--- src/rtl/clk_div_ctrl.sv ---
// rtl/clk_div_ctrl.sv - run/stop controller for a glitch-free 50% duty clock divider
// Divisor changes land only on half-period boundaries; stopping always parks CLK_out low.
module clk_div_ctrl #(
  parameter int unsigned WIDTH       = 32,
  parameter int unsigned DEFAULT_DIV = 20000000
) (
  input  logic             CLK_in,
  input  logic             RST_n,
  input  logic             run_en,
  input  logic             cfg_valid,
  input  logic [WIDTH-1:0] cfg_div,
  output logic             cfg_ready,
  output logic             cfg_err,
  output logic             CLK_out,
  output logic             tick,
  output logic [1:0]       state
);

  typedef enum logic [1:0] {
    S_IDLE      = 2'd0,
    S_RUN       = 2'd1,
    S_STOP_WAIT = 2'd2,
    S_UNUSED    = 2'd3
  } state_t;

  localparam logic [WIDTH-1:0] DEF_DIV = WIDTH'(DEFAULT_DIV);

  state_t           state_q, state_d;
  logic [WIDTH-1:0] counter_q, counter_d;
  logic [WIDTH-1:0] div_active_q, div_active_d;
  logic [WIDTH-1:0] div_pending_q, div_pending_d;
  logic             pend_flag_q, pend_flag_d;
  logic             clk_out_q, clk_out_d;
  logic             tick_q, tick_d;
  logic             cfg_err_q, cfg_err_d;

  logic term;
  logic cfg_xfer;
  logic cfg_zero;

  assign term      = (counter_q == (div_active_q - WIDTH'(1)));
  assign cfg_ready = !pend_flag_q;
  assign cfg_xfer  = cfg_valid && cfg_ready;
  assign cfg_zero  = (cfg_div == '0);

  always_comb begin
    state_d       = state_q;
    counter_d     = counter_q;
    div_active_d  = div_active_q;
    div_pending_d = div_pending_q;
    pend_flag_d   = pend_flag_q;
    clk_out_d     = clk_out_q;
    tick_d        = 1'b0;
    cfg_err_d     = cfg_xfer && cfg_zero;

    case (state_q)
      S_IDLE: begin
        counter_d = '0;
        clk_out_d = 1'b0;
        if (cfg_xfer && !cfg_zero) div_active_d = cfg_div;
        if (run_en) state_d = S_RUN;
      end

      S_RUN, S_STOP_WAIT: begin
        // Pending apply and a new transfer can never coincide: a transfer needs pend_flag=0.
        if (cfg_xfer && !cfg_zero) begin
          div_pending_d = cfg_div;
          pend_flag_d   = 1'b1;
        end
        if (term && pend_flag_q) begin
          div_active_d = div_pending_q;
          pend_flag_d  = 1'b0;
        end

        if (state_q == S_RUN && !run_en && !clk_out_q) begin
          state_d   = S_IDLE;
          counter_d = '0;
        end else begin
          if (term) begin
            counter_d = '0;
            clk_out_d = !clk_out_q;
            tick_d    = 1'b1;
          end else begin
            counter_d = counter_q + WIDTH'(1);
          end
          // A stop request while high finishes the high phase, then parks in IDLE.
          if (run_en)    state_d = S_RUN;
          else if (term) state_d = S_IDLE;
          else           state_d = S_STOP_WAIT;
        end
      end

      default: begin
        state_d   = S_IDLE;
        counter_d = '0;
        clk_out_d = 1'b0;
      end
    endcase
  end

  always_ff @(posedge CLK_in or negedge RST_n) begin
    if (!RST_n) begin
      state_q       <= S_IDLE;
      counter_q     <= '0;
      div_active_q  <= DEF_DIV;
      div_pending_q <= '0;
      pend_flag_q   <= 1'b0;
      clk_out_q     <= 1'b0;
      tick_q        <= 1'b0;
      cfg_err_q     <= 1'b0;
    end else begin
      state_q       <= state_d;
      counter_q     <= counter_d;
      div_active_q  <= div_active_d;
      div_pending_q <= div_pending_d;
      pend_flag_q   <= pend_flag_d;
      clk_out_q     <= clk_out_d;
      tick_q        <= tick_d;
      cfg_err_q     <= cfg_err_d;
    end
  end

  assign CLK_out = clk_out_q;
  assign tick    = tick_q;
  assign cfg_err = cfg_err_q;
  assign state   = state_q;

endmodule

--- config.mk ---
export PLATFORM = sky130hd
export DESIGN_NAME = clk_div_ctrl
export DESIGN_NICKNAME = d
export VERILOG_FILES = /design/src/rtl/clk_div_ctrl.sv
export SDC_FILE = /design/constraint.sdc
export NUM_CORES = 1
export LEC_CHECK = 0
export BUFFER_PORTS_ARGS = -buffer_cell sky130_fd_sc_hd__buf_2
export CAP_MARGIN = 20
export CORE_ASPECT_RATIO = 1.75
export CORE_MARGIN = 8
export CORE_UTILIZATION = 39
export DETAILED_ROUTE_END_ITERATION = 8
export SYNTH_ARGS = -nofsm -noshare
export SYNTH_HDL_FRONTEND = slang
export SYNTH_SLANG_ARGS = --single-unit
--- constraint.sdc ---
create_clock -name CLK_in -period 4.4 [get_ports CLK_in]
set_clock_uncertainty 0.2 [all_clocks]
set_input_delay 0 -clock CLK_in [delete_from_list [all_inputs] [get_ports CLK_in]]
set_output_delay 0 -clock CLK_in [all_outputs]
set_load 0.02 [all_outputs]
# Word-level counts from Yosys, hierarchy flattened
# Index checks and enable logic that the tools add are counted.
[word_totals]
ff_bits = 102
input_bits = 36
output_inout_bits = 6
elab_cells = 56
[op_classes]
add_sub_neg = 2
eq_ne = 8
mux = 19
n_reduce_logical = 19
[ops]
columns = ["operator", "n"]
rows = [
  ["$mux W32", 5],
  ["$pmux W32 S2", 1],
  ["$add A32 B1 Y32 const B", 1],
  ["$eq A32 B32 Y1", 1],
  ["$logic_not A32 Y1", 1],
  ["$sub A32 B1 Y32 const B", 1],
  ["$ne A2 B2 Y1 const B", 5],
  ["$mux W1", 8],
  ["$mux W2", 4],
  ["$logic_and A1 B1 Y1", 6],
  ["$reduce_and A2 Y1", 3],
  ["$logic_not A1 Y1", 4],
  ["$pmux W2 S2", 1],
  ["$reduce_bool A2 Y1", 2],
  ["$reduce_and A3 Y1", 1],
  ["$eq A2 B1 Y1 const B", 1],
  ["$eq A2 B2 Y1 const B", 1],
  ["$logic_not A2 Y1", 1],
  ["$reduce_or A2 Y1", 1],
]

# Logic depth before layout (Yosys ltp)
# Gate-level depths: netlist of run 1.
[logic_depth]
word_depth = 6
ltp_mapped = 12
depth_no_buf = 10

# Worst setup path before layout of run 1
# No wires, ideal clock.
[synth_path]
kind = "reg-to-reg"
start = "register div_active_q[2]"
end = "register div_active_q[26]"
setup_time_ns = 0.127
arrival_ns = 3.581
required_ns = 4.073
slack_ns = 0.491
stages_incl_launch_ff = 12
path_buffers = 3
period_less_slack_ns = 3.909
path_cell_list = "dfrtp_1 buf_6 or4_4 or4_1 buf_2 or4_1 o41ai_2 nor2_2 or4_4 o31ai_4 buf_6 mux2_1"
[synth_via]
elab_chain_cells = 5
[synth_rtl]
columns = ["element", "line_no", "source"]
rows = [
  ["from (decl)", "30", "logic [WIDTH-1:0] div_active_q, div_active_d;"],
  ["from (signal assigned)", "114", "div_active_q <= div_active_d;"],
  ["$sub A32 B1 Y32", "41", "assign term = (counter_q == (div_active_q - WIDTH'(1)));"],
  ["$eq A32 B32 Y1", "41", ""],
  ["$logic_and A1 B1 Y1", "70", "if (term && pend_flag_q) begin"],
  ["$ne A2 B2 Y1 (no line)", "-", ""],
  ["$reduce_and A3 Y1 (no line)", "-", ""],
]
# Every way passes these cells.
# A chain may end at the register's enable or synchronous reset.

# Final worst setup path of run 1
[layout_path]
start = "register div_active_q[3]"
end = "register div_active_q[15]"
# The elaborated chain is that of the path after synthesis.

==> results.md, run 1 <==
* Result of the run: finished, final reports clean
* Synth area leaders: sky130_fd_sc_hd__dfrtp_1 (39%), sky130_fd_sc_hd__mux2_2 (12%), sky130_fd_sc_hd__xor2_1 (5.6%)
* Drt pass-1 iters at 4
* Synthesized instance count at 568
* Kind of end point of the critical path: register
* Final number of max-transition violations at 0
* Top Ports at 42
* Via Count at 4629
* Critical path startpoint category: register
* Power per cell area at 372 nW/µm²
* Area share of the leading cell type in the synthesized netlist at 39.4%
* Flip-flop and latch count after synthesis at 102
* R2R Path End: div_active_q[15]
* FMAX at 242 MHz
* Number of warnings issued by yosys at 0
* Leading cell types by count after synthesis: sky130_fd_sc_hd__dfrtp_1 (94), sky130_fd_sc_hd__mux2_2 (64), sky130_fd_sc_hd__nor2_1 (55)
* Setup repair after global routing missed its margin: false
* Count of final hold-check violations at 0
* Tightest slew margin relative to the limit at 47.1%
* Maximum fanout along the worst path at 16
* Die area at 19700 µm²
* Global-route congestion overflow total at 0
* Antenna Nets Post-Route at 0
* Number of global-route vias before repair at 4886
* Core footprint at 15200 µm²
* Primary flip-flop cell chosen by synthesis mapping: sky130_fd_sc_hd__dfrtp_1
* Type of the worst setup path: register to register
* Site row count at 60
* Worst setup path end: div_active_q[15]
* Worst-skew pair later-pin latency at 0.35 ns
* DRT Wirelength at 15300 µm
* Worst min path class: input pin to async pin
* Final cell count without fillers at 830
* Endpoints failing setup at 0
* Maximum number of pins on one net before global-route repair at 60
* Final Cycle Share at 94.0%
* Initial core utilization at 39.3%
* Placed Cells at 778
* Clock tree sinks at 102
* Clock tree from TritonCTS: yes
* H-tree levels at 3
* Post-synth EDFFs at 0
* Leakage at 3.00 nW
* # diodes at 0
* DPL Wire Length at 11300 µm
* Die span in y at 180 µm
* Cell with the most instances after synthesis: sky130_fd_sc_hd__dfrtp_1
* First-pass GRT wire length at 24900 µm
* Layout Area Growth over Synthesis at 18.2%
* Setup total negative slack at 0 ns
* Worst R2R Start: div_active_q[3]
* Clock Path Buffers at 2
* Nets@finish at 680
* R2R depth at 9
* Count of buffers added by post-CTS timing repair for setup at 0
* Maximum vdd ir drop at 0.000250 V
* Data required time at the worst endpoint at 4.43 ns
* Yosys cell types at 57
* Average wire per cell in the routed design at 18.4 µm
* Root buffer selected by CTS: sky130_fd_sc_hd__clkbuf_16
* Overall Global Routing Usage at 16.1%
* Sequential-to-total area share from yosys stat at 43.0%
* Worst-margin pin slew at 0.794 ns
* Share of final-layout standard cells stronger than drive strength 1 at 23.9%
* Synthesized netlist net count at 609
* FF-to-FF setup slack at 0.26 ns
* Weighted congestion reported at the end of routability-driven placement at 0.901
* Count of port buffers added during placement at 41
* Syn Area/Cell at 10.5 µm²
* Number of max-capacitance violations reported at 0
* Clock Pin Slew Worst Setup and Hold Paths at 0.08 ns
* Arrival time at the worst endpoint at 4.17 ns
* DRC viols at 0
* Die Width at 109 µm
* Antenna violations before repair at 0
* Vias per Instance at 5.58
* Netlist area before placement at 5960 µm²
* Final critical path time including I/O delays and setup at 4.14 ns
* Number of buffers created by CTS at 9
* Crit path launch: div_active_q[3]
* Post-synthesis cell type with the largest combined area: sky130_fd_sc_hd__dfrtp_1
* Proportion of register bits with asynchronous set or reset after synthesis at 100%
* Initial DRC Count at 252
## kinds of logic (layout without fill, tap and decap cells)
| logic type | count (synthesis) | after routing | synth area share, % |
|---|---|---|---|
| buf+inv | 41 | 117 | 3.13 |
| xor+xnor | 65 | 65 | 9.55 |
| flops | 102 | 102 | 43.0 |
| mux | 101 | 101 | 18.8 |
| compound gates | 47 | 47 | 5.60 |
| simple gates | 207 | 207 | 18.9 |
| fa+ha+maj | 5 | 5 | 1.05 |
## through the flow
stage / setup WS (ns) / area (µm²) / power [mW] / hold slack [ns] / util, %
2_1_floorplan: 0.491 / 5960 / 1.54 / -0.496 / -
3_3_place_gp: 0.358 / 6360 / 1.75 / -0.0817 / 41.9
3_5_place_dp: 0.277 / 6360 / 1.76 / -0.0612 / 41.9
4_1_cts: 0.241 / 7040 / 2.65 / 0.117 / 46.4
5_1_grt: 0.0116 / 7050 / 2.75 / 0.138 / 46.5
6_report: 0.263 / 7050 / 2.62 / 0.0698 / 46.5
## cell usage in the layout, fill, tap and decap left out, drive strengths merged, types with 16 or more instances in the layout
| master | Yosys | routed |
|---|---|---|
| dfrtp | 94 | 94 |
| mux2 | 90 | 90 |
| nor2 | 56 | 56 |
| buf | 8 | 53 |
| xor2 | 38 | 38 |
| dlygate4sd3 | 0 | 36 |
| nor4 | 27 | 27 |
| xnor2 | 27 | 27 |
| nand2 | 23 | 23 |
| nand3 | 21 | 21 |
| inv | 12 | 16 |
## state kept, by name, indices dropped and copies added (netlist names)
name / cells
tick: 1
cfg_err: 1
div_active_q: 32
pend_flag_q: 1
counter_q: 32
div_pending_q: 32
CLK_out: 1
state: 2
## worst min-delay path by stage
stage / to / slack [ns] / cells past startpoint
2_1_floorplan: CLK_out / -0.50 / 0
3_3_place_gp: div_pending_q[28] / -0.08 / 1
3_5_place_dp: div_pending_q[28] / -0.06 / 1
4_1_cts: div_pending_q[28] / 0.12 / 2
5_1_grt: div_pending_q[27] / 0.14 / 2
6_report: div_pending_q[27] / 0.07 / 2
## per-layer routing
metal,share of wire [%],up-vias,global-route usage (%)
met4,4.7,0,8.32
met1,36,2285,16.5
met2,57,106,29.6
met5,0,-,0
met3,2.5,46,2.76
li1,-,2192,-
## power by group
group / switching, mW / total, mW / internal (mW) / leakage [nW]
sequential: 0.0520 / 1.02 / 0.971 / 1.33
combinational: 0.412 / 0.739 / 0.326 / 1.51
clock: 0.400 / 0.861 / 0.462 / 0.158
total: 0.864 / 2.62 / 1.76 / 3.00
## final cells by class
cell class,instances,area [µm²]
clock buffer,9,225
clock inverter,7,100
fill,1425,8120
inverter,12,45.0
multi-input combinational,425,3220
sequential,102,2560
tap,186,233
timing repair buffer,89,658
## what timing repair did
| item | 4_1_cts | 5_1_grt |
|---|---|---|
| endpoints found under the hold margin | 125 | 0 |
| hold buffers | 36 | 0 |
| gates resized for setup | 0 | 1 |
| setup endpoints to repair | 0 | 6 |
## worst max-delay path, stage by stage (launching register included)
cell and delay (ns):
sky130_fd_sc_hd__dfrtp_1 0.46, sky130_fd_sc_hd__or4_4 0.60, sky130_fd_sc_hd__or4_1 0.71, sky130_fd_sc_hd__or4_1 0.57, sky130_fd_sc_hd__o41ai_2 0.08, sky130_fd_sc_hd__nor2_2 0.09, sky130_fd_sc_hd__or4_4 0.44, sky130_fd_sc_hd__o31ai_4 0.19
sky130_fd_sc_hd__buf_4 0.29, sky130_fd_sc_hd__mux2_1 0.36
Note: power is estimated with default switching activity, not from simulation.
==> run 2: changes to the inputs <==
==> constraint.sdc (replaced) <==
create_clock -name CLK_in -period 4.4 [get_ports CLK_in]
set_clock_uncertainty 0.2 [all_clocks]
set_input_delay 0.44 -clock CLK_in [delete_from_list [all_inputs] [get_ports CLK_in]]
set_output_delay 0.44 -clock CLK_in [all_outputs]
set_load 0.02 [all_outputs]
==> results.md, run 2 (same netlist as run 1, synthesis figures left out) <==
* Weighted congestion reported at the end of routability-driven placement at 0.911 (+1.1%)
* Core footprint at 15200 µm² (unchanged)
* Final Cycle Share at 93.8% (-0.23 points)
* Top Registers: counter_q (32), div_active_q (32), div_pending_q (32)
* Final critical path time including I/O delays and setup at 4.13 ns (-0.00990 ns)
* Total of fill cells in the finished design at 1460 (+2.5%)
* Hold buffer count at cts at 0 (-100%)
* Data required time at the worst endpoint at 4.42 ns (about the same)
* Antenna violations before repair at 0 (unchanged)
* Die span in y at 180 µm (unchanged)
* Type of the worst setup path: register to register
* Power per cell area at 379 nW/µm² (+1.8%)
* Clock Pin Slew Worst Setup and Hold Paths at 0.08 ns (about the same)
* Average wire per cell in the routed design at 18.6 µm (+1.2%)
* Final number of max-transition violations at 0 (unchanged)
* DPL Wire Length at 11300 µm (+0.20%)
* Worst-skew pair later-pin latency at 0.35 ns (about the same)
* Result of the run: finished, final reports clean
* Most frequent cells in the layout: sky130_fd_sc_hd__dfrtp_1 (94), sky130_fd_sc_hd__mux2_2 (64), sky130_fd_sc_hd__nor2_1 (55), sky130_fd_sc_hd__buf_2 (40), sky130_fd_sc_hd__xor2_1 (38)
* Die Width at 109 µm (unchanged)
* Initial DRC Count at 200 (-21%)
* Antenna Nets Post-Route at 0 (unchanged)
* R2R Path End: div_active_q[2]
* Overall Global Routing Usage at 15.2% (-0.91 points)
* Endpoints failing setup at 0 (unchanged)
* Count of buffers added by post-CTS timing repair for setup at 0 (unchanged)
* Root buffer selected by CTS: sky130_fd_sc_hd__clkbuf_16
* FMAX at 242 MHz (+0.24%)
* Die area at 19700 µm² (unchanged)
* Clock tree from TritonCTS: yes
* Maximum fanout along the worst path at 16 (unchanged)
* Clock Path Buffers at 2 (unchanged)
* Drt pass-1 iters at 4 (unchanged)
* Cell area after layout at 6650 µm² (-5.6%)
* Nets@finish at 644 (-5.3%)
* Maximum vdd ir drop at 0.000242 V (-3.6%)
* Top Ports at 42 (unchanged)
* Placed standard-cell area at 6360 µm² (unchanged)
* Maximum number of pins on one net before global-route repair at 71 (+18%)
* Worst-margin pin slew at 0.902 ns (+0.108 ns)
* DRT Wirelength at 14800 µm (-3.2%)
* Worst setup path end: div_active_q[2]
* # diodes at 0 (unchanged)
* Tightest slew margin relative to the limit at 39.9% (-7.2 points)
* Global-route congestion overflow total at 0 (unchanged)
* Clock tree sinks at 102 (unchanged)
* FF-to-FF setup slack at 0.27 ns (about the same)
* Worst min path class: input pin to async pin
* Kind of end point of the critical path: register
* Share of final-layout standard cells stronger than drive strength 1 at 25.2% (+1.3 points)
* Number of resized instances in the post-cts repair step at 0 (unchanged)
* Leakage at 2.83 nW (-5.6%)
* Number of global-route vias before repair at 4615 (-5.5%)
* Total power at 2.52 mW (-3.9%)
* Crit path launch: div_active_q[7]
* DRC viols at 0 (unchanged)
* First-pass GRT wire length at 23500 µm (-5.6%)
* Number of buffers created by CTS at 9 (unchanged)
* Critical path startpoint category: register
* Site row count at 60 (unchanged)
* Arrival time at the worst endpoint at 4.15 ns (-0.02 ns)
* Setup total negative slack at 0 ns (unchanged)
* Initial core utilization at 39.3% (unchanged)
* Commonest non-fill, non-tap cell in the layout: sky130_fd_sc_hd__dfrtp_1
* Count of final hold-check violations at 0 (unchanged)
* Via Count at 4435 (-4.2%)
* Number of max-capacitance violations reported at 0 (unchanged)
* Count of port buffers added during placement at 41 (unchanged)
* Vias per Instance at 5.59 (+0.15%)
* Worst R2R Start: div_active_q[7]
* Layout Area Growth over Synthesis at 11.6%
* R2R depth at 9 (unchanged)
* Setup repair after global routing missed its margin: false
* H-tree levels at 3 (unchanged)
## run 2: cell count changes in the layout (fill, tap and decap cells not counted), sizes merged
cell and change:
dlygate4sd3 -36, bufinv -1, clkbuf +1
## run 2: worst min-delay path by stage
stage | end | startpoint | depth (start not counted)
after global routing | div_pending_q[27] | RST_n | 1
after floorplan | CLK_out | RST_n | 0
after global placement | div_pending_q[18] | div_pending_q[18] | 1
after detailed placement | div_pending_q[22] | div_pending_q[22] | 1
after CTS | div_pending_q[27] | RST_n | 1
final | state[0] | RST_n | 1
## run 2: stage by stage
stage               hold WS, ns  instances  utilization [%]  setup slack [ns]
detailed placement        0.288        778             41.9             0.276
floorplan               -0.0556        568                -             0.491
finish                   0.0126        794             43.9             0.273
global placement          0.282        778             41.9             0.362
global route             0.0929        794             43.9            0.0719
CTS                      0.0431        794             43.8             0.264
## run 2: report_power, final
| part | leakage [nW] | total (mW) | switching (mW) | internal (mW) |
|---|---|---|---|---|
| sequential | 1.33 | 1.02 | 0.0513 | 0.971 |
| clock | 0.143 | 0.789 | 0.388 | 0.401 |
| combinational | 1.36 | 0.710 | 0.405 | 0.306 |
## run 2: layer usage
layer  track usage (%)  part of all wire (%)  up-vias
li1                  -                     -     2114
met1              15.2                    37     2208
met2              28.9                    57       84
met3              2.01                   1.9       29
met4              7.39                   3.6        0
met5                 0                     0        -
## run 2: cell type report
cell class                      instances  area (µm²)  area share [%]
Multi-Input combinational cell        425        3220            48.4
Sequential cell                       102        2560            38.5
Timing Repair Buffer                   53         298            4.48
Tap cell                              186         233            3.50
Clock buffer                           10         229            3.44
Clock inverter                          6        62.6           0.940
Inverter                               12        45.0           0.677
## run 2: worst max-delay path, stage by stage, from the launching register on
cell                      delay (ns)
sky130_fd_sc_hd__dfrtp_1        0.49
sky130_fd_sc_hd__or4_1          0.67
sky130_fd_sc_hd__or4_1          0.62
sky130_fd_sc_hd__or4_1          0.58
sky130_fd_sc_hd__o41ai_2        0.09
sky130_fd_sc_hd__nor2_2         0.09
sky130_fd_sc_hd__or4_4          0.43
sky130_fd_sc_hd__o31ai_4        0.19
sky130_fd_sc_hd__buf_4          0.28
sky130_fd_sc_hd__mux2_2         0.36
